`config.mk`:
```
export PLATFORM = sky130hd
export DESIGN_NAME = external_io_fifo
export DESIGN_NICKNAME = d
export VERILOG_FILES = /design/src/rtl/external_io_fifo.sv
export SDC_FILE = /design/constraint.sdc
export NUM_CORES = 1
export LEC_CHECK = 0
export BUFFER_PORTS_ARGS = -buffer_cell sky130_fd_sc_hd__buf_2
export CORE_UTILIZATION = 60
export DETAILED_ROUTE_END_ITERATION = 12
export GPL_TIMING_DRIVEN = 1
export PLACE_DENSITY = 0.93
export SETUP_SLACK_MARGIN = 0.2
export SYNTH_ARGS = -nofsm -noshare
export SYNTH_HDL_FRONTEND = slang
export SYNTH_SLANG_ARGS = --single-unit
```
`constraint.sdc`:
```
create_clock -name clk -period 5.89 [get_ports clk]
set_input_delay 0.589 -clock clk [delete_from_list [all_inputs] [get_ports clk]]
set_output_delay 0.589 -clock clk [all_outputs]
set_load 0.01 [all_outputs]
```
`src/rtl/external_io_fifo.sv`:
```
// ---------------------------------------------------------------------------
// external_io_fifo
//   Host-facing SPI I/O block for the hashing pool.
//   SPI0 loads the job config. SPI1 loads the device config, and in DONE it
//   reads back a framed result stream. The frame is a COUNT_WIDTH header
//   holding the occupancy, then the buffered entries MSB-first, then sdi1
//   pass-through. Up to RESULT_DEPTH shapool hits are buffered, so the core
//   keeps running after the first hit.
//
// Ports
//   clk, reset        system clock; synchronous active-high reset
//   host_hold         1 = host holds the block in LOAD (config shifting)
//   sck0/sdi0/cs0_n   SPI0 (job config); sck/sdi are asynchronous
//   sck1/sdi1/cs1_n   SPI1 (device config in LOAD, result readout in DONE)
//   sdo1              SPI1 data out
//   device_config     loaded device config
//   job_config        loaded job config
//   job_valid         JOB_CONFIG_WIDTH bits shifted since entering LOAD
//   core_reset_n      run (1) / hold (0) for the hash core
//   shapool_success   one-cycle pulse qualifying shapool_result
//   shapool_result    result entry captured on shapool_success
//   ready             1 while in DONE
//   result_count      current FIFO occupancy
// ---------------------------------------------------------------------------
module external_io_fifo #(
  parameter int DEVICE_CONFIG_WIDTH = 8,
  parameter int JOB_CONFIG_WIDTH    = 352,
  parameter int RESULT_DATA_WIDTH   = 40,
  parameter int RESULT_DEPTH        = 4,
  parameter int COUNT_WIDTH         = 8,
  parameter int SYNC_STAGES         = 2
) (
  input  logic                           clk,
  input  logic                           reset,
  input  logic                           host_hold,
  input  logic                           sck0,
  input  logic                           sdi0,
  input  logic                           cs0_n,
  input  logic                           sck1,
  input  logic                           sdi1,
  output logic                           sdo1,
  input  logic                           cs1_n,
  output logic [DEVICE_CONFIG_WIDTH-1:0] device_config,
  output logic [JOB_CONFIG_WIDTH-1:0]    job_config,
  output logic                           job_valid,
  output logic                           core_reset_n,
  input  logic                           shapool_success,
  input  logic [RESULT_DATA_WIDTH-1:0]   shapool_result,
  output logic                           ready,
  output logic [COUNT_WIDTH-1:0]         result_count
);

  localparam int JBW     = $clog2(JOB_CONFIG_WIDTH + 1);
  localparam int PTR_W   = (RESULT_DEPTH > 1) ? $clog2(RESULT_DEPTH) : 1;
  localparam int RO_W    = COUNT_WIDTH + RESULT_DATA_WIDTH;
  localparam int FLD_MAX = (COUNT_WIDTH > RESULT_DATA_WIDTH) ? COUNT_WIDTH : RESULT_DATA_WIDTH;
  localparam int FC_W    = $clog2(FLD_MAX + 1);

  typedef enum logic [1:0] {S_LOAD, S_EXEC, S_DONE} state_t;
  // Which field of the readout frame is currently at the shift position.
  typedef enum logic [1:0] {F_HDR, F_ENTRY, F_PASS} phase_t;

  state_t r_state, w_state_nxt;
  phase_t r_phase;

  logic [SYNC_STAGES-1:0]         r_sck0_sync, r_sdi0_sync, r_sck1_sync, r_sdi1_sync;
  logic [JOB_CONFIG_WIDTH-1:0]    r_job_config;
  logic [DEVICE_CONFIG_WIDTH-1:0] r_device_config;
  logic [JBW-1:0]                 r_job_bits;
  logic                           r_core_reset_n;
  logic [RESULT_DATA_WIDTH-1:0]   r_mem [RESULT_DEPTH];
  logic [PTR_W-1:0]               r_rd_ptr, r_wr_ptr;
  logic [COUNT_WIDTH-1:0]         r_count;
  logic [RO_W-1:0]                r_readout;
  logic [FC_W-1:0]                r_frame_cnt;

  logic                         w_sck0_rise, w_sck1_rise, w_sdi0, w_sdi1;
  logic                         w_job_valid, w_not_full, w_last_slot;
  logic                         w_shift_job, w_shift_dev, w_push, w_clear;
  logic                         w_ro_shift, w_ro_reload, w_pop;
  logic [COUNT_WIDTH-1:0]       w_count_nxt;
  logic [RESULT_DATA_WIDTH-1:0] w_head;
  logic [RO_W-1:0]              w_ro_shifted;

  function automatic logic [PTR_W-1:0] ptr_inc(input logic [PTR_W-1:0] p);
    return (p == PTR_W'(RESULT_DEPTH - 1)) ? '0 : p + PTR_W'(1);
  endfunction

  // Synchronisers carry no reset: they only track the pins, and a reset
  // value could fabricate an edge if sck is high when reset releases.
  // NOTE: sequential state uses non-blocking assignments so every flop samples pre-edge values.
  always_ff @(posedge clk) begin
    r_sck0_sync <= {r_sck0_sync[SYNC_STAGES-2:0], sck0};
    r_sdi0_sync <= {r_sdi0_sync[SYNC_STAGES-2:0], sdi0};
    r_sck1_sync <= {r_sck1_sync[SYNC_STAGES-2:0], sck1};
    r_sdi1_sync <= {r_sdi1_sync[SYNC_STAGES-2:0], sdi1};
  end

  // Rising edge: last stage still 0 while the stage before it is already 1.
  assign w_sck0_rise = r_sck0_sync[SYNC_STAGES-2] & ~r_sck0_sync[SYNC_STAGES-1];
  assign w_sck1_rise = r_sck1_sync[SYNC_STAGES-2] & ~r_sck1_sync[SYNC_STAGES-1];
  assign w_sdi0      = r_sdi0_sync[SYNC_STAGES-1];
  assign w_sdi1      = r_sdi1_sync[SYNC_STAGES-1];

  assign w_job_valid = (r_job_bits == JBW'(JOB_CONFIG_WIDTH));
  assign w_not_full  = (r_count != COUNT_WIDTH'(RESULT_DEPTH));
  assign w_last_slot = (r_count == COUNT_WIDTH'(RESULT_DEPTH - 1));

  // NOTE: every signal gets a default first so no path through the case infers a latch.
  always_comb begin
    w_state_nxt = r_state;
    w_shift_job = 1'b0;
    w_shift_dev = 1'b0;
    w_push      = 1'b0;
    w_clear     = 1'b0;
    w_ro_shift  = 1'b0;
    w_ro_reload = 1'b0;
    case (r_state)
      S_LOAD: begin
        if (host_hold) begin
          w_shift_job = ~cs0_n & w_sck0_rise;
          w_shift_dev = ~cs1_n & w_sck1_rise;
        end else if (w_job_valid) begin
          w_state_nxt = S_EXEC;
        end
      end
      S_EXEC: begin
        if (host_hold) begin
          w_state_nxt = S_LOAD;
          w_clear     = 1'b1;
        end else begin
          w_push = shapool_success & w_not_full;
          // A poll via cs1_n still lets a same-cycle hit land in the FIFO.
          if (!cs1_n || (w_push && w_last_slot)) begin
            w_state_nxt = S_DONE;
            w_ro_reload = 1'b1;
          end
        end
      end
      S_DONE: begin
        if (host_hold) begin
          w_state_nxt = S_LOAD;
          w_clear     = 1'b1;
        end else if (cs1_n) begin
          w_ro_reload = 1'b1;
        end else begin
          w_ro_shift = w_sck1_rise;
        end
      end
      default: w_state_nxt = S_LOAD;
    endcase
  end

  // Frame-start image: occupancy after any same-cycle push, then the head.
  assign w_count_nxt  = r_count + COUNT_WIDTH'(w_push);
  assign w_head       = (r_count != '0) ? r_mem[r_rd_ptr]
                      : (w_push ? shapool_result : '0);
  assign w_ro_shifted = {r_readout[RO_W-2:0], w_sdi1};
  assign w_pop        = w_ro_shift && (r_phase == F_ENTRY)
                        && (r_frame_cnt == FC_W'(RESULT_DATA_WIDTH - 1));

  always_ff @(posedge clk) begin
    if (reset) begin
      r_state         <= S_LOAD;
      r_core_reset_n  <= 1'b0;
      r_job_config    <= '0;
      r_device_config <= '0;
      r_job_bits      <= '0;
      r_rd_ptr        <= '0;
      r_wr_ptr        <= '0;
      r_count         <= '0;
      r_readout       <= '0;
      r_phase         <= F_HDR;
      r_frame_cnt     <= '0;
    end else begin
      r_state        <= w_state_nxt;
      // Core runs only from the cycle after EXEC is entered, and drops in
      // the same cycle EXEC is left.
      r_core_reset_n <= (r_state == S_EXEC) && (w_state_nxt == S_EXEC);

      if (w_shift_job) r_job_config <= {r_job_config[JOB_CONFIG_WIDTH-2:0], w_sdi0};
      if (w_shift_dev) r_device_config <= {r_device_config[DEVICE_CONFIG_WIDTH-2:0], w_sdi1};

      if (w_clear)                       r_job_bits <= '0;
      else if (w_shift_job && !w_job_valid) r_job_bits <= r_job_bits + JBW'(1);

      // Push happens only in EXEC and pop only in DONE, so never together.
      if (w_clear) begin
        r_rd_ptr <= '0;
        r_wr_ptr <= '0;
        r_count  <= '0;
      end else begin
        if (w_push) r_wr_ptr <= ptr_inc(r_wr_ptr);
        if (w_pop)  r_rd_ptr <= ptr_inc(r_rd_ptr);
        r_count <= w_count_nxt - COUNT_WIDTH'(w_pop);
      end

      if (w_clear) begin
        r_readout   <= '0;
        r_phase     <= F_HDR;
        r_frame_cnt <= '0;
      end else if (w_ro_reload) begin
        r_readout   <= {w_count_nxt, w_head};
        r_phase     <= F_HDR;
        r_frame_cnt <= '0;
      end else if (w_ro_shift) begin
        r_readout <= w_ro_shifted;
        case (r_phase)
          F_HDR: begin
            if (r_frame_cnt == FC_W'(COUNT_WIDTH - 1)) begin
              // The head entry already sits in the top bits after the header.
              r_frame_cnt <= '0;
              r_phase     <= (r_count != '0) ? F_ENTRY : F_PASS;
            end else begin
              r_frame_cnt <= r_frame_cnt + FC_W'(1);
            end
          end
          F_ENTRY: begin
            if (w_pop) begin
              r_frame_cnt <= '0;
              if (r_count != COUNT_WIDTH'(1)) begin
                r_readout <= {r_mem[ptr_inc(r_rd_ptr)], w_ro_shifted[COUNT_WIDTH-1:0]};
              end else begin
                r_phase <= F_PASS;
              end
            end else begin
              r_frame_cnt <= r_frame_cnt + FC_W'(1);
            end
          end
          default: ;
        endcase
      end
    end
  end

  // NOTE: FIFO storage is not reset; pointers and count define validity, so stale words are never read.
  always_ff @(posedge clk) begin
    if (w_push) r_mem[r_wr_ptr] <= shapool_result;
  end

  assign device_config = r_device_config;
  assign job_config    = r_job_config;
  assign job_valid     = w_job_valid;
  assign core_reset_n  = r_core_reset_n;
  assign ready         = (r_state == S_DONE);
  assign result_count  = r_count;
  assign sdo1          = (r_state == S_DONE) ? r_readout[RO_W-1]
                                             : r_device_config[DEVICE_CONFIG_WIDTH-1];

endmodule

```
; Word-level counts from Yosys, hierarchy flattened
; Memory sizes are Yosys's and may differ from the RTL's. A register that Yosys moved wholly into a read port is not among the register bits.
; Cells that the tools add are included.
[totals]
reg_bits = 448
ram_bits = 160
in_bits = 50
word_cells = 108
memories = 1
[classes]
addsub = 6
n_eq_ne = 15
muxes = 44
n_bitwise = 9
n_reduce_logical = 18
[memory_table]
columns = name, words, width, read_ports, rd_ports_with_merged_regs, wr, line_no
row1 = r_mem, 4, 40, 2, 1, 1, 71  ; logic [RESULT_DATA_WIDTH-1:0] r_mem [RESULT_DEPTH];
[op_table]
columns = op, n
row1 = two-way mux 48 bit, 5
row2 = two-way mux 40 bit, 2
row3 = two-way mux 2 bit, 13
row4 = two-way mux 1 bit, 18
row5 = two-way mux 6 bit, 2
row6 = case mux 6 bit (2 select lines), 1
row7 = adder 9 x 1 -> 9 bit (second input constant), 1
row8 = == test 9 bit (second input constant), 1
row9 = adder 8 x 1 -> 8 bit, 1
row10 = == test 8 x 2 -> 1 bit (second input constant), 1
row11 = != test 8 x 1 -> 1 bit (second input constant), 1
row12 = != test 8 x 3 -> 1 bit (second input constant), 1
row13 = nonzero test 8 bit, 1
row14 = subtractor 8 x 1 -> 8 bit, 1
row15 = adder 6 x 1 -> 6 bit (second input constant), 1
row16 = == test 2 x 1 -> 1 bit (second input constant), 3
row17 = == test 2 bit (second input constant), 3
row18 = == test 6 x 3 -> 1 bit (second input constant), 1
row19 = == test 6 bit (second input constant), 1
row20 = != test 2 bit (second input constant), 3
row21 = case mux 2 bit (3 select lines), 1
row22 = AND 1 bit, 5
row23 = logical AND 1 bit, 5
row24 = AND reduction 5 bit, 1
row25 = other kinds (11), 19

; Depth between registers and ports, before layout
[logic_depth]
ltp_word = 11
depth_mapped = 14

; Worst setup path before layout
; Ideal clock, no wire load.
[synth_timing]
path_type = input-to-reg
from = input port host_hold
to = register r_count[6], in the netlist result_count[6]
setup_time_ps = 71
arrival_ps = 3051
slack_ps = 2768
stages = 13
n_path_buf = 3
path_cell_list = buf_2 nor2b_1 and2_1 clkbuf_1 o31a_1 clkbuf_1 ha_1 ha_1 nand3_1 xor2_1 nand4_1 or3_1 a21oi_1
[synth_via]
elab_chain_len = 5
elab_cells_between_ends = 11
[synth_rtl]
columns = element, line_no
row1 = "start, declared", 35  ; input logic host_hold,
row2 = branches (longest 5 deep; another with adder 8 x 1 -> 8 bit), n/a
row3 = "end signal, assigned", 195  ; r_count <= w_count_nxt - COUNT_WIDTH'(w_pop);
row4 = "end, declared", 73  ; logic [COUNT_WIDTH-1:0] r_count;
; Parallel ways; which one is timed is not known.
; A chain may end at the register's enable or synchronous reset.

; Final worst setup path
[layout_timing]
from = register r_state[1]
to = register r_count[6], in the netlist result_count[6]
[layout_via]
elab_chain_len = 5
elab_cells_between_ends = 11
[layout_rtl]
columns = element, line_no
row1 = "start, declared", 63  ; state_t r_state, w_state_nxt;
row2 = "start signal, assigned", 176  ; r_state <= w_state_nxt;
row3 = branches (longest 5 deep; another with adder 8 x 1 -> 8 bit), n/a
; Parallel ways; which one is timed is not known.

==> metrics.txt <==
status finished clean; Min Hold Slack between 0.06 and 0.07 ns; GR Overflow Total 0; crit path from r_state[1]$_SDFF_PP0_; Rel. slew slack 11.8%; H-tree levels 2; setup TNS 0 ns; root buffer cell clkbuf_16; Post-synth top cells nand2_1, dfxtp_1, a21oi_1; setup violators final 0; worst hold stages 1; FP Rows 73; Period minus WS final about 3.9 ns; Routed WL about 68 mm; Die Width between 200 and 250 um; Max-cap violations 0; Max rail drop VDD about 0.29 mV; first-pass detailed-route iteration total 6; postcts setup bufs 0; Clock Skew 0.0388 ns; CTS tree done; clk_lat worst skew 0.64 ns; R2R cell count 13; setup slack, reg-to-reg between 2 and 2.5 ns; clock buffer depth 3; Hold Fails Final Rpt 0; Mean Syn Cell Area 10.1 sq um; dominant synthesized flop cell dfxtp_1; Vias approximately 20000; Worst Tran Pin Value 1.32 ns; proportion of layout cells with a drive suffix above 1 about a quarter; synth unique cells 56; initial antenna violation count 9; top post-synthesis cells by area dfxtp_1, edfxtp_1, nand2_1; vias in the first global route around 19000; Initial DRC Count approximately 2500; Synth area leader dfxtp_1; Die ar. 0.0411 sq mm; largest net degree at the start of global routing 239; fmax between 0.2 and 0.3 GHz; CP Class reg -> reg; Finished Layout Cells about 3300; Worst EP required between 6 and 7 ns; clock tree sinks 610; Post-synth EDFFs 160; Final Cycle Share about 66%; GR Util All Layers a little under a third; WL/cell approximately 20 um; r2r endpoint result_count[6]$_SDFF_PP0_; CP endpoint result_count[6]$_SDFF_PP0_; cells after synthesis 2402; Yosys Warn Count 0; Synth Register Bits between 600 and 700; CTS Buf Count 59; Sequential Area between 0.01 and 0.015 sq mm; CP Max Fanout 41; dpl cell area ~0.026 sq mm; count leader, synth nand2_1; Power Density just under 300 mW/mm^2; cts hold-fix bufs 0; Design Power 8.36 mW; CP Launch Type register; Reg clk slew, reported paths roughly 0.07 ns; post-CTS resize count 0; top-area cell type share of the netlist area around 37%; Initial Util between 60% and 70%; DP Wirelength between 40 and 50 mm; Final Cell Area around 0.028 sq mm; Multi-input gate area between 0.009 and 0.01 sq mm; Final GP Congestion between 0.9 and 1; die height about 200 um; io pins 422; Final nets around 2800; Cells after DPL 3185; critical path capture point type register; Routed Antenna Nets 0; Residual DRC 0; Max Slew Vio Count 0; fillcell total around 2500; Synth Cell Area roughly 0.024 sq mm; IO Port Bufs roughly 420; share of the yosys chip area belonging to registers 57.2%; vias per inst approximately 6.1; reg2reg start r_state[1]$_SDFF_PP0_; Synth Net Count about 2500; leakage 10.4 nW; Post-synth ARST share 0%; Hold Path Class in -> reg; RSZ-0062 raised after global routing false; area grow syn2layout 17.5%; core region area 0.0397 sq mm; first-pass GRT wire length approximately 100 mm; crit path DAT between 4 and 5 ns
==> routing by layer <==
layer | track usage [%] | wire [um] | vias up
met5 | 0 | 44 | -
met4 | 18.9 | 3900 | 6
met3 | 8.41 | 6930 | 308
met2 | 52.7 | 33000 | 1373
met1 | 36.7 | 23800 | 9477
li1 | - | - | 8926
==> stage by stage <==
| stage | setup slack, ns | utilization [%] |
|---|---|---|
| detailed placement | 2.10 | 66.3 |
| floorplan | 2.77 | - |
| global placement | 2.27 | 66.3 |
| CTS | 2.09 | 71.4 |
| finish | 2.03 | 71.4 |
| global route | 1.80 | 71.4 |
==> sequential cells by signal (all words and copies together) (netlist names), named ones only <==
signal         flops
core_reset_n       1
device_config      8
job_config       352
r_frame_cnt        6
r_job_bits         9
r_mem            160
r_phase            2
r_rd_ptr           2
r_readout         48
r_sck0_sync        2
r_sck1_sync        2
r_sdi0_sync        2
r_sdi1_sync        2
r_state            2
r_wr_ptr           2
result_count       8
==> layout by cell type (no fill, tap or decap), drive strengths merged, types with 3 or more instances in the layout <==
cell type and n:
o21ai 6, a311oi 8, a221oi 15, buf 437, nand2b 4, nor2b 3, clkinv 18, mux2i 45
or2 3, or3 5, edfxtp 160, xor2 11, o221ai 32, nand3 51, xnor2 9, nor3 7
bufinv 6, a21oi 363, nor2 44, a31oi 3, mux4 80, clkbuf 77, nand4 9, a211oi 8
dfxtp 450, nor4 5, nand2 767, inv 52, diode 6, and2 9, and3 14, a21o 34
ha 16
==> power by group <==
part | internal [mW] | switching, mW
clock | 2.26 | 1.66
combinational | 0.0214 | 0.114
sequential | 4.30 | 0.00217
==> worst max-delay path: stages (launching register included) <==
cell and delay (ns):
dfxtp_1 0.35, inv_1 0.08, ha_1 0.25, nor2b_1 0.26
and2_1 0.18, buf_4 0.46, o31a_1 0.41, ha_1 0.30
ha_1 0.24, nand3_1 0.11, xor2_1 0.35, nand4_1 0.25
or3_1 0.42, a21oi_1 0.14
==> cell families after synthesis <==
group           share of synthesized area, %
simple gates                            15.6
flops                                   57.2
compound gates                          12.3
buf+inv                                 3.92
mux                                     9.42
xor+xnor                               0.725
fa+ha+maj                              0.829
==> cell type report <==
class | count | area share (%)
Antenna cell | 6 | 0.0529
Clock buffer | 77 | 5.84
Clock inverter | 34 | 1.29
Inverter | 44 | 0.582
Multi-Input combinational cell | 1569 | 33.2
Sequential cell | 610 | 48.7
Tap cell | 525 | 2.31
Timing Repair Buffer | 437 | 8.06
==> worst min-delay path by stage <==
| stage | start | end | slack, ns |
|---|---|---|---|
| CTS | sdi1 | r_sdi1_sync[0]$_DFF_P_ | 0.03 |
| global placement | r_sdi0_sync[0]$_DFF_P_ | r_sdi0_sync[1]$_DFF_P_ | 0.32 |
| global route | sck1 | r_sck1_sync[0]$_DFF_P_ | 0.04 |
| detailed placement | r_sdi0_sync[0]$_DFF_P_ | r_sdi0_sync[1]$_DFF_P_ | 0.32 |
| finish | sck1 | r_sck1_sync[0]$_DFF_P_ | 0.06 |
| floorplan | r_sdi0_sync[0]$_DFF_P_ | r_sdi0_sync[1]$_DFF_P_ | 0.31 |
Power figures use the tool's default switching activity.
